[config.mk]
export PLATFORM = sky130hd
export DESIGN_NAME = mul_sequencer
export DESIGN_NICKNAME = d
export VERILOG_FILES = /design/src/rtl/mul_sequencer.sv
export SDC_FILE = /design/constraint.sdc
export NUM_CORES = 1
export LEC_CHECK = 0
export ABC_CLOCK_PERIOD_IN_PS = 4100
export CORE_MARGIN = 2
export CORE_UTILIZATION = 40
export DETAILED_ROUTE_END_ITERATION = 12
export GPL_TIMING_DRIVEN = 0
export PLACE_DENSITY = 0.73
export SLEW_MARGIN = 10
export SYNTH_ARGS = -nofsm -noshare
export SYNTH_HDL_FRONTEND = slang
export SYNTH_SLANG_ARGS = --single-unit
[constraint.sdc]
create_clock -name Clk -period 4.1 [get_ports Clk]
set_input_delay 1.23 -clock Clk [delete_from_list [all_inputs] [get_ports Clk]]
set_output_delay 1.23 -clock Clk [all_outputs]
set_load 0.005 [all_outputs]
[src/rtl/mul_sequencer.sv]
// Iterative shift-add multiplier beside the EX-stage ALU.
// Stalls the pipeline while it forms the low WIDTH bits of A*B.
module mul_sequencer #(
    parameter int          WIDTH      = 32,
    parameter logic [5:0]  MUL_CODE   = 6'b011000,
    parameter bit          EARLY_EXIT = 1'b1
) (
    input  logic             Clk,
    input  logic             Rst_n,
    input  logic [5:0]       ALUControl,
    input  logic             Valid_in,
    input  logic             Flush,
    input  logic [WIDTH-1:0] A,
    input  logic [WIDTH-1:0] B,
    output logic             Stall,
    output logic             Done,
    output logic [WIDTH-1:0] Result
);

    localparam int CW = (WIDTH > 1) ? $clog2(WIDTH) : 1;

    typedef enum logic [1:0] {
        S_IDLE,
        S_RUN,
        S_DONE
    } state_t;

    state_t           r_state;
    state_t           w_next;
    logic [WIDTH-1:0] r_acc;
    logic [WIDTH-1:0] r_mcand;
    logic [WIDTH-1:0] r_mplier;
    logic [CW-1:0]    r_count;
    logic             r_done;
    logic [WIDTH-1:0] r_result;

    logic             w_start;
    logic             w_run;
    logic             w_last;
    logic             w_fin;
    logic [WIDTH-1:0] w_sum;

    // Rst_n in start keeps Stall low while reset is held
    assign w_start = Rst_n && (r_state == S_IDLE) && Valid_in
                     && (ALUControl == MUL_CODE) && !Flush;
    assign w_run   = (r_state == S_RUN) && !Flush;
    assign w_sum   = r_mplier[0] ? (r_acc + r_mcand) : r_acc;
    assign w_last  = (r_count == CW'(WIDTH - 1))
                     || (EARLY_EXIT && ((r_mplier >> 1) == '0));
    assign w_fin   = w_run && w_last;

    assign Stall  = w_start || w_run;
    assign Done   = r_done;
    assign Result = r_result;

    always_comb begin
        w_next = r_state;
        unique case (r_state)
            S_IDLE: if (w_start) w_next = S_RUN;
            S_RUN: begin
                if (Flush)       w_next = S_IDLE;
                else if (w_last) w_next = S_DONE;
            end
            S_DONE:  w_next = S_IDLE;
            default: w_next = S_IDLE;
        endcase
    end

    always_ff @(posedge Clk or negedge Rst_n) begin
        if (!Rst_n) r_state <= S_IDLE;
        else        r_state <= w_next;
    end

    always_ff @(posedge Clk or negedge Rst_n) begin
        if (!Rst_n) begin
            r_acc    <= '0;
            r_mcand  <= '0;
            r_mplier <= '0;
            r_count  <= '0;
            r_done   <= 1'b0;
            r_result <= '0;
        end else begin
            r_done <= w_fin;
            if (w_start) begin
                r_acc    <= '0;
                r_mcand  <= A;
                r_mplier <= B;
                r_count  <= '0;
            end else if (w_run) begin
                r_acc    <= w_sum;
                r_mcand  <= r_mcand << 1;
                r_mplier <= r_mplier >> 1;
                r_count  <= r_count + 1'b1;
            end
            if (w_fin) r_result <= w_sum;
        end
    end

endmodule

==> flow_summary.ini <==
[run_status]
run_status = finished clean

[layout]
syn_to_final_growth_pct = 28.2
drive_gt1_frac = 0.0807
fill_cells = 1688
nNetsFinal = 1062
antenna_cells = 0
utilization = 0.520

[synthesis]
synth-edff-count = 0
syn_inst = 824
avgSynthCellArea_um2 = 9.15
synth_top_area_frac = 0.451
synthFlopType = dfrtp_1
synth_cell_type_count = 67
post-synth-top-area-cell = dfrtp_1
yosysMostFrequentCell = nand2_1
ys_seq_area_frac = 0.451
synth_commonest_cells = 222 x nand2_1, 136 x dfrtp_1, 62 x a22oi_1
synth_area_um2 = 7540
yosysWarnings = 0
synth_area_leaders = dfrtp_1 45%, nand2_1 11%, a22oi_1 6.2%
async_flop_share = 1.00
synth_seq_cells = 136
syn_nets = 932

[critical_path]
crit_slowest_cell = clkdlybuf4s50_1
cp.required_ps = 2870
critPathTopFamily = simple AND/OR/NAND/NOR gates
cp_num_buf_inv = 3
max_stage_delay_ps = 410
cp.arrival_ps = 2660
startpoint_type = primary input
path_cells = clkdlybuf4s50_1 -> nor4b_2 -> nand4b_1 -> nor3_4 -> nor2_1 -> inv_1 -> clkbuf_2
crit_type = primary input to output pin
end_kind = output pin
critPathMaxFanout = 4

[global_routing]
grt_pass1_vias = 6574
grt_first_pass_wirelength_um = 34600
grt_max_degree = 64
track_usage = 0.221
antenna_found_initial = 0
overflow = 0

[die]
fp.coreArea_um2 = 18600
die_width_um = 141
rows = 50
start_util = 0.406
fp.dieArea_um2 = 20000
fp.dieH_um = 141
ios = 108

[sta]
setup_tns_ps = 0
rsz0062_at_grt = false
tightest_slew_ps = 1090
finalSetupViolations = 0
finalMaxSlewViolations = 0
maxSlewHeadroom = 0.265
skew_ps = 11.7
fmax_mhz = 257
fin_crit_sh = 0.949
finalHoldViolations = 0
finalCriticalPeriod_ps = 3890

[clock_network]
hold_buffers = 0
htree_levels = 4
clkTransAtPathRegs_ps = 60
clock_latency_ps = 430
cts_root_buf = clkbuf_16
cts.sinks = 136
cts_buffers = 17
cts_tree = yes
clockBufferDepth = 2

[job]
maxCapViolCount = 0

[placement]
place_hpwl_um = 15000
routabilityCongestion = 0.940
placement.io_buffers = 107

[pwr]
leakage_nw = 4.70
power.total_mw = 3.44
combPwrFrac = 0.085
switching_share = 0.230
power_frac_seq = 0.411
power_density_nw_per_um2 = 356
pwr-share-clk = 0.505
p_switching_mw = 0.790
ir_worst_vdd_mv = 0.294
intPower_mw = 2.65

[detailed_routing]
wire_per_inst_um = 17.5
routed_wl_um = 21100
dr_total_vias = 6706
drt-pass1-iter-count = 6
drt_iter0_markers = 474
antenna_left = 0
routed_via_density = 5.58
drc = 0

[worst_hold_path]
hold_path.class = register to register
## cell usage in the layout (no fill, tap or decap), types with 4 or more instances in the layout
master	count
nand2_1	222
o21ai_0	58
clkbuf_16	17
a21oi_1	40
o21ai_1	4
xnor2_1	18
ha_1	33
a31oi_1	4
clkbuf_8	6
bufinv_16	5
clkdlybuf4s50_1	105
mux2i_1	19
and3_1	9
a21o_1	15
o22ai_1	12
nor2_1	20
nor4_1	8
and3_2	4
nand4_1	8
nor3_1	9
clkbuf_1	40
dfrtp_1	136
a2bb2oi_1	4
a21oi_2	5
a22o_1	5
inv_1	7
o21bai_1	5
nand3_1	7
xor2_1	11
a22oi_1	62
## final timing paths
path	start	endpoint	slack (ps)	depth (start not counted)
max	ALUControl[2]	Stall	210	7
min	Result[14]	Result[14]	480	2
max reg2reg	r_acc[0]	Result[28]	1100	11
min reg2reg	Result[14]	Result[14]	480	2
max in group asynchronous	Rst_n	r_mplier[19]	2740	2
min in group asynchronous	Rst_n	r_mplier[25]	690	1
## kinds of logic (layout without fill, tap and decap cells)
family,Yosys count,in the layout,share of synthesized area
adders and majority gates,34,34,0.0574
DFF,136,136,0.451
buffers and inverters,58,201,0.0370
and+or+nand+nor,308,308,0.177
AOI/OAI and AO/OA,240,240,0.218
xor gates and xnor gates,29,29,0.0337
muxes,19,19,0.0252
## per-stage QoR
step / setup WS, ps / hold WS [ps] / instance area [um2] / std cells
after floorplan: 646 / 469 / 7540 / 824
after global placement: -5070 / 470 / 8900 / 1165
after detailed placement: -689 / 475 / 8930 / 1166
after CTS: 136 / 487 / 9660 / 1200
after global routing: 33.5 / 510 / 9670 / 1201
final: 207 / 482 / 9670 / 1201
## what timing repair did
item,in CTS,in global routing
setup buffers,1,1
endpoints found under the setup margin,1,1
endpoints found under the hold margin,0,0
pin swaps,1,3
gates resized for setup,7,2
cloned,1,0
## worst register-to-register path, delay by kind of cell, from the launching register on
| family | cells | cell delay [ps] |
|---|---|---|
| DFF | 1 | 400 |
| and+or+nand+nor | 3 | 410 |
| muxes | 1 | 240 |
| adders and majority gates | 2 | 660 |
| AOI/OAI and AO/OA | 5 | 1180 |
## power by group through the flow
stage	logic [mW]	clock network, mW	registers [mW]
after floorplan	0.132	0	1.42
after global placement	0.277	0	1.43
after detailed placement	0.285	0	1.44
after CTS	0.294	1.75	1.41
after global routing	0.322	1.82	1.42
final	0.292	1.73	1.41
## sequential cells by signal, summed over array words and instances (netlist names)
name      cells
r_mplier     32
Done          1
r_mcand      32
Result       32
r_acc        32
r_count       5
r_state       2
## layout make-up
class                   instances  area (um2)  share of cell area
well taps                     234         293              0.0303
clock inverters                10         190              0.0197
clock buffers                  22         474              0.0491
repair buffers                111        1150               0.119
multi-input cells             630        3880               0.401
plain buffers                  51         253              0.0261
inverters                       7        26.3             0.00272
flip-flops and latches        136        3400               0.352
## metal layers
layer / GRT usage / part of all wire / vias to the layer above
li1: - / - / 3200
met1: 0.306 / 0.45 / 3250
met2: 0.344 / 0.47 / 225
met3: 0.0577 / 0.067 / 31
met4: 0.0637 / 0.017 / 0
met5: 0 / 0 / -
(Power assumes the default switching activity.)
